<file path="src/rtl/byte_serial_adder_pkg.sv">
// Shared definitions for the byte-serial adder: slice width and FSM state encodings.
package byte_serial_adder_pkg;

    localparam int BYTE_W = 8;

    typedef enum logic [1:0] {
        S_IDLE = 2'd0,
        S_ADD  = 2'd1,
        S_DONE = 2'd2
    } state_t;

endpackage

</file>
<file path="src/rtl/eight_bit_full_adder.sv">
// 8-bit ripple full adder: {Carry, Sum} = A + B + Cin.
module eight_bit_full_adder (
    output logic       Carry,
    output logic [7:0] Sum,
    input  logic [7:0] A,
    input  logic [7:0] B,
    input  logic       Cin
);

    assign {Carry, Sum} = {1'b0, A} + {1'b0, B} + {8'b0, Cin};

endmodule

</file>
<file path="src/rtl/byte_serial_adder.sv">
// Multi-cycle wide adder: adds two NBYTES-byte operands one byte per cycle
// through a single eight_bit_full_adder, carrying between bytes in a register.
module byte_serial_adder
    import byte_serial_adder_pkg::*;
#(
    parameter int NBYTES = 4
) (
    input  logic                     clk,
    input  logic                     reset,
    input  logic                     start,
    input  logic [BYTE_W*NBYTES-1:0] a,
    input  logic [BYTE_W*NBYTES-1:0] b,
    input  logic                     cin,
    output logic                     ready,
    output logic                     busy,
    output logic                     done,
    output logic [BYTE_W*NBYTES-1:0] sum,
    output logic                     cout
);

    localparam int W     = BYTE_W * NBYTES;
    localparam int IDX_W = $clog2(NBYTES);
    localparam logic [IDX_W-1:0] LAST_IDX = IDX_W'(NBYTES - 1);

    state_t            state, state_next;
    logic [IDX_W-1:0]  idx;
    logic [W-1:0]      a_lat, b_lat;
    logic              carry_reg;
    logic [BYTE_W-1:0] add_sum;
    logic              add_carry;
    logic              accept;
    logic              last_byte;

    // Handshake outputs depend on state alone, so there is no input-to-output path.
    assign ready     = (state == S_IDLE) || (state == S_DONE);
    assign busy      = (state == S_ADD);
    assign done      = (state == S_DONE);
    assign accept    = ready && start;
    assign last_byte = (idx == LAST_IDX);

    eight_bit_full_adder u_adder (
        .Carry (add_carry),
        .Sum   (add_sum),
        .A     (a_lat[BYTE_W*idx +: BYTE_W]),
        .B     (b_lat[BYTE_W*idx +: BYTE_W]),
        .Cin   (carry_reg)
    );

    // NOTE: every signal written in always_comb gets a default first so no latch is inferred.
    always_comb begin
        state_next = state;
        unique case (state)
            S_IDLE:  if (start) state_next = S_ADD;
            S_ADD:   if (last_byte) state_next = S_DONE;
            S_DONE:  state_next = start ? S_ADD : S_IDLE;
            default: state_next = S_IDLE;
        endcase
    end

    // NOTE: registers use non-blocking assignments so every flop samples pre-edge values.
    always_ff @(posedge clk) begin
        if (reset) state <= S_IDLE;
        else       state <= state_next;
    end

    always_ff @(posedge clk) begin
        if (reset) begin
            idx       <= '0;
            a_lat     <= '0;
            b_lat     <= '0;
            carry_reg <= 1'b0;
            sum       <= '0;
            cout      <= 1'b0;
        end else if (accept) begin
            idx       <= '0;
            a_lat     <= a;
            b_lat     <= b;
            carry_reg <= cin;
            cout      <= 1'b0;
        end else if (state == S_ADD) begin
            sum[BYTE_W*idx +: BYTE_W] <= add_sum;
            carry_reg                 <= add_carry;
            if (last_byte) begin
                cout <= add_carry;
                idx  <= '0;
            end else begin
                idx <= idx + IDX_W'(1);
            end
        end
    end

endmodule

</file>
<file path="config.mk">
export PLATFORM = sky130hd
export DESIGN_NAME = byte_serial_adder
export DESIGN_NICKNAME = d
export VERILOG_FILES = /design/src/rtl/byte_serial_adder_pkg.sv /design/src/rtl/eight_bit_full_adder.sv /design/src/rtl/byte_serial_adder.sv
export SDC_FILE = /design/constraint.sdc
export NUM_CORES = 1
export LEC_CHECK = 0
export BUFFER_PORTS_ARGS = -buffer_cell sky130_fd_sc_hd__buf_2
export CORE_MARGIN = 5
export CORE_UTILIZATION = 55
export CTS_BUF_LIST = sky130_fd_sc_hd__clkbuf_4
export CTS_CLUSTER_SIZE = 10
export DETAILED_ROUTE_END_ITERATION = 12
export PLACE_DENSITY_LB_ADDON = 0.15
export SYNTH_ARGS = -nofsm -noshare
export SYNTH_HDL_FRONTEND = slang
export SYNTH_SLANG_ARGS = --single-unit
</file>
<file path="constraint.sdc">
create_clock -name clk -period 3.65 [get_ports clk]
set_clock_uncertainty 0.15 [all_clocks]
set_input_delay 1.095 -clock clk [delete_from_list [all_inputs] [get_ports clk]]
set_output_delay 1.095 -clock clk [all_outputs]
set_load 0.05 [all_outputs]
</file>
== Yosys cells after proc, flatten, opt, wreduce, memory -nomap -nowiden ==
Cells that the tools add are included.

* Register bits: 102
* Input port bits: 68
* Output and inout port bits: 36
* Word-level logic and storage cells: 37

* Add/sub/neg operators: 4
* Eq/ne operators: 5
* Shifts and indexed selects: 4
* Multiplexer cells: 8
* Bitwise gates (word level): 1
* Reductions and logical operators: 8

{| class="wikitable"
|+ Operators by type and width
! operator !! number
|-
| indexed part select 32 x 6 -> 8 bit || 2
|-
| negator 5 -> 34 bit || 1
|-
| variable shift 8 x 34 -> 32 bit (first input constant) || 1
|-
| indexed part select 8 x 34 -> 32 bit || 1
|-
| bitwise mux 32 bit || 1
|-
| adder 8 x 8 -> 9 bit || 1
|-
| adder 9 x 1 -> 9 bit || 1
|-
| 2-to-1 mux 2 bit || 3
|-
| one-hot mux 2 bit (3 select lines) || 1
|-
| AND reduction 2 bit || 3
|-
| equality test 2 bit (second input constant) || 2
|-
| 2-to-1 mux 1 bit || 3
|-
| adder 2 x 1 -> 2 bit (second input constant) || 1
|-
| equality test 2 x 1 -> 1 bit (second input constant) || 1
|-
| logical NOT 2 bit || 1
|-
| != test 2 x 1 -> 1 bit (second input constant) || 1
|-
| != test 2 bit (second input constant) || 1
|-
| nonzero test 2 bit || 1
|-
| OR reduction 2 bit || 1
|-
| logical AND 1 bit || 1
|-
| logical OR 1 bit || 1
|-
| inverter 1 bit || 1
|}

== Longest topological paths before layout ==
* Depth after elaboration: 5
* Mapped depth: 10
* Depth with buffers taken out: 8

== Modules after synthesis ==
A second synthesis with hierarchy kept.

* Cell total of the unflattened synthesis: 524
* Area total of the unflattened synthesis: 4526.8 um^2

{| class="wikitable"
|+ By module, submodules not included
! module !! times used !! cells each !! area an instance (um^2) !! seq. area each (um^2)
|-
| byte_serial_adder || 1 || 484 || 4195.3 || 2042.0
|-
| eight_bit_full_adder || 1 || 40 || 331.6 || 0.0
|}

== Least setup slack after synthesis ==
No wires, ideal clock.

* Path kind: flip-flop to flip-flop
* Start: register idx[0]
* End: register sum[22]
* Library setup time: 0.117 ns
* Arrival: 2.981 ns
* Required time: 3.383 ns
* Setup slack: 0.402 ns
* Cell stages (with the launch flop): 10
* Path buffers: 1
* Clock period less this slack: 3.248 ns
* Cells stage by stage: dfxtp_1 > buf_2 > mux4_2 > fa_1 > fa_1 > a21o_1 > a221oi_2 > xor2_1 > nor2_1 > a22o_1

* Cells in the longest elaborated chain, start to end: 5
* Elaborated cells between the ends (all ways): 8
* Classes of those cells: add/sub (3); shift (4); mux (1)

{| class="wikitable"
|+ RTL lines
! element !! line !! text
|-
| from (decl) || byte_serial_adder.sv:26 || <nowiki>logic [IDX_W-1:0] idx;</nowiki>
|-
| from (signal assigned) || byte_serial_adder.sv:87 || <nowiki>idx <= idx + IDX_W'(1);</nowiki>
|-
| indexed part select 32 x 6 -> 8 bit, on equally long branches || byte_serial_adder.sv:44, byte_serial_adder.sv:45 ||
|-
| adder 8 x 8 -> 9 bit || eight_bit_full_adder.sv:10 || <nowiki>assign {Carry, Sum} = {1'b0, A} + {1'b0, B} + {8'b0, Cin};</nowiki>
|-
| adder 9 x 1 -> 9 bit || eight_bit_full_adder.sv:10 ||
|-
| indexed part select 8 x 34 -> 32 bit || byte_serial_adder.sv:81 || <nowiki>sum[BYTE_W*idx +: BYTE_W] <= add_sum;</nowiki>
|-
| bitwise mux 32 bit * || byte_serial_adder.sv:81 ||
|-
| to (signal, indexed assignment) || byte_serial_adder.sv:81 ||
|-
| to (decl) || byte_serial_adder.sv:17 || <nowiki>output logic [BYTE_W*NBYTES-1:0] sum,</nowiki>
|}

Every way passes the cells marked *; elsewhere a longest branch is shown, timed or not.
A chain may end at the register's enable or synchronous reset.

== Worst setup path after layout ==
* Start: register idx[0]
* End: register sum[30]

Same word-level chain as after synthesis.

==> results.sh <==
export IMPL_grt_antenna_before_repair=0
export IMPL_placement_rows=32
export IMPL_setup_tns_ns=0
export IMPL_areaGrowthSynthToFinish_pct=16.07
export IMPL_switchingPower_mw=0.6016
export IMPL_via_density=5.427
export IMPL_post_synth_inst_count=486
export IMPL_iteration_0_drc_count_of_the_detailed_router=157
export IMPL_relSlewSlack=0.5557
export IMPL_ys_types=46
export IMPL_tritoncts_num_sinks=102
export IMPL_reg2reg_to="sum[30]$_SDFFE_PP0P_"
export IMPL_dominantRegCellSynth="sky130_fd_sc_hd__dfxtp_1"
export IMPL_synth_fp_nets=569
export IMPL_grt_busiest_layer="met2"
export IMPL_tightest_slew_ns=0.6664
export IMPL_clock_fmax_ghz=0.3149
export IMPL_hold_start="sum[5]$_SDFFE_PP0P_"
export IMPL_reg2reg_setup_slack_ns=0.47
export IMPL_hpwl_mm=8.016
export IMPL_global_route_usage_met2=0.3698
export IMPL_holdCritPathClass="reg -> reg"
export IMPL_crit_reg2reg_launch="idx[0]$_SDFFE_PP0P_"
export IMPL_worst_setup_path_startpoint="idx[0]$_SDFFE_PP0P_"
export IMPL_synth_async_sr_flop_share=0
export IMPL_hold_path_depth=2
export IMPL_grt_met1_usage=0.2665
export IMPL_layout_worst_path_cycle_share=0.8700
export IMPL_synth_edf_count=0
export IMPL_synth_top_cell_by_area="sky130_fd_sc_hd__dfxtp_1"
export IMPL_clock_insertion_delay_worst_skew_ns=0.44
export IMPL_grt_first_pass_wirelength_mm=16.93
export IMPL_maximum_number_of_pins_on_one_net_before_global_route_repair=64
export IMPL_worstSetupPathType="reg -> reg"
export IMPL_gpl_congestion=0.9280
export IMPL_yosysSeqAreaShare=0.4667
export IMPL_netlist_area_um2=4375
export IMPL_track_usage=0.2124
export IMPL_cts_post_setup_buffers_inserted=0
export IMPL_clock_path_buffers=2
export IMPL_outcome="completed"
export IMPL_place_ws_ns=0.4697
export IMPL_synth_area_leaders="sky130_fd_sc_hd__dfxtp_1 47%, sky130_fd_sc_hd__nand2_1 12%, sky130_fd_sc_hd__a21oi_1 8.6%"
export IMPL_worst_path_clk_slew_ns=0.15
export IMPL_crit_path_start_kind="flop"
export IMPL_insertedDiodeCount=0
export IMPL_clock_root_buffer="sky130_fd_sc_hd__clkbuf_4"
export IMPL_layout_setup_ws_ns=0.4745
export IMPL_comb_power_share=0.164
export IMPL_fillerInstances=668
export IMPL_vias=3712
export IMPL_ir_drop_mv=0.1936
export IMPL_floorplan_core_area_um2=7727
export IMPL_clock_tree_htree_level_count=3
export IMPL_num_io_pins=104
export IMPL_final_report_hold_violation_count=0
export IMPL_setup_repair_after_global_routing_missed_its_margin="no"
export IMPL_setup_violations_final=0
export IMPL_grt_overflow=0
export IMPL_die_area_um2=9839
export IMPL_static_leakage_power_nw=2.152
export IMPL_timing_critical_path_required_ns=3.85
export IMPL_hold_buffers_post_cts=0
export IMPL_p_int_mw=1.424
export IMPL_i_o_buffers=103
export IMPL_sw_frac_of_total=0.2971
export IMPL_worstSetupEndpoint="sum[30]$_SDFFE_PP0P_"
export IMPL_synth_area_per_cell_um2=9.003
export IMPL_power_sequential_fraction=0.589
export IMPL_powerDensity_nw_per_um2=398.8
export IMPL_post_synthesis_register_bit_count=102
export IMPL_grtUsageMet3=0.03647
export IMPL_wl_per_cell_um=15.56
export IMPL_timing_hold_ws_ns=0.3137
export IMPL_finalNetCount=661
export IMPL_antenna_violating_nets_post_route=0
export IMPL_post_route_min_period_ns=3.176
export IMPL_postRouteWirelength_mm=10.65
export IMPL_post_cts_resized_instances=0
export IMPL_floorplan_initialDensity=0.5662
export IMPL_drt_pre_antenna_iters=4
export IMPL_drv_cap=0
export IMPL_netlist_area_leader_share=0.4667
export IMPL_timing_critical_path_to_type="flop"
export IMPL_chipWidth_um=99.19
export IMPL_synthesis_yosys_warnings=0
export IMPL_clockPowerShare=0.247
export IMPL_drc=0
export IMPL_cts_tree="done"
export IMPL_post_route_cells_drive_above_1_share=0.2749
export IMPL_reg2reg_depth=8
export IMPL_total_power_mw=2.025
export IMPL_slew_viol_final=0
export IMPL_die_h_um=99.19
export IMPL_worst_endpoint_arrival_ns=3.37
export IMPL_reg_largest_list="a_lat: 32 flops, b_lat: 32 flops, sum: 32 flops"
export IMPL_crit_fanout=5
export IMPL_tritoncts_num_buffers=9
export IMPL_via_count_of_the_first_global_routing_pass=3512
## cell type report
cell class              count  area (µm²)  area share
repair buffers            112       598.1      0.1178
clock buffers               9       67.56     0.01330
multi-input cells         349        2187      0.4306
clock inverters             6       40.04    0.007884
inverters                   4       16.27    0.003203
well taps                 102       127.6     0.02513
flip-flops and latches    102        2042      0.4021
## synthesized netlist by cell type (all sizes together), types with 2 or more instances
cell and instances:
nand2 144, inv 3, o21ai 4, xor2 5
nand2b 4, nor2 29, nor3 6, nor4 3
mux4 16, a21oi 75, clkbuf 15, buf 16
a21o 2, dfxtp 102, a22oi 20, o31ai 7
and2b 2, ha 13, a22o 3, fa 2
## metal layers
metal	up-vias	wire length, µm
met5	-	0
met4	0	156
met3	15	483
met2	79	5448
met1	1766	4557
li1	1852	-
## cells by family after synthesis
| logic type | after synthesis | synth area share |
|---|---|---|
| buffers and inverters | 35 | 0.03431 |
| XOR/XNOR | 6 | 0.01373 |
| AO/OA/AOI/OAI | 117 | 0.1639 |
| AND/OR/NAND/NOR | 194 | 0.1904 |
| multiplexers | 17 | 0.08465 |
| flip-flops | 102 | 0.4667 |
| adder cells (fa/ha/maj) | 15 | 0.04633 |
## cell usage in the layout, fill, tap and decap left out, types with 3 or more instances in the layout
| cell type | count |
|---|---|
| sky130_fd_sc_hd__nand2_1 | 141 |
| sky130_fd_sc_hd__dfxtp_1 | 102 |
| sky130_fd_sc_hd__buf_2 | 102 |
| sky130_fd_sc_hd__a21oi_1 | 75 |
| sky130_fd_sc_hd__nor2_1 | 29 |
| sky130_fd_sc_hd__a22oi_1 | 20 |
| sky130_fd_sc_hd__mux4_2 | 16 |
| sky130_fd_sc_hd__ha_1 | 13 |
| sky130_fd_sc_hd__clkbuf_4 | 9 |
| sky130_fd_sc_hd__buf_4 | 9 |
| sky130_fd_sc_hd__o31ai_1 | 5 |
| sky130_fd_sc_hd__xor2_1 | 4 |
| sky130_fd_sc_hd__nor3_1 | 4 |
| sky130_fd_sc_hd__nand2b_1 | 3 |
| sky130_fd_sc_hd__a22o_1 | 3 |
| sky130_fd_sc_hd__o21ai_0 | 3 |
| sky130_fd_sc_hd__clkinvlp_4 | 3 |
## through the flow
step | instances | cell area (µm²) | util
final | 684 | 5079 | 0.6572
after global routing | 684 | 5079 | 0.6572
after CTS | 684 | 5079 | 0.6572
after detailed placement | 669 | 4971 | 0.6433
after global placement | 669 | 4971 | 0.6433
after floorplan | 486 | 4375 | -
## power by group through the flow
| stage | Sequential, mW | Combinational [mW] | Clock (mW) |
|---|---|---|---|
| after global placement | 1.21 | 0.326 | 0 |
| after global routing | 1.20 | 0.363 | 0.556 |
| after floorplan | 1.22 | 0.216 | 0 |
| final | 1.19 | 0.332 | 0.500 |
| after detailed placement | 1.22 | 0.332 | 0 |
| after CTS | 1.19 | 0.333 | 0.511 |
## worst max-delay path, cell delays in order, from the launching register on
cell	delay (ns)
sky130_fd_sc_hd__dfxtp_1	0.46
sky130_fd_sc_hd__mux4_2	0.56
sky130_fd_sc_hd__fa_1	0.46
sky130_fd_sc_hd__fa_1	0.44
sky130_fd_sc_hd__a21o_1	0.20
sky130_fd_sc_hd__a221oi_2	0.28
sky130_fd_sc_hd__xor2_1	0.23
sky130_fd_sc_hd__nor2_1	0.10
sky130_fd_sc_hd__a22o_1	0.23
## worst min path at each step
| stage | end | slack [ns] |
|---|---|---|
| after floorplan | a_lat[16]$_SDFFE_PP0P_ | 0.28 |
| after global placement | sum[7]$_SDFFE_PP0P_ | 0.28 |
| after detailed placement | sum[23]$_SDFFE_PP0P_ | 0.29 |
| after CTS | sum[23]$_SDFFE_PP0P_ | 0.32 |
| after global routing | a_lat[2]$_SDFFE_PP0P_ | 0.33 |
| final | sum[5]$_SDFFE_PP0P_ | 0.31 |
Power figures use the tool's default switching activity.
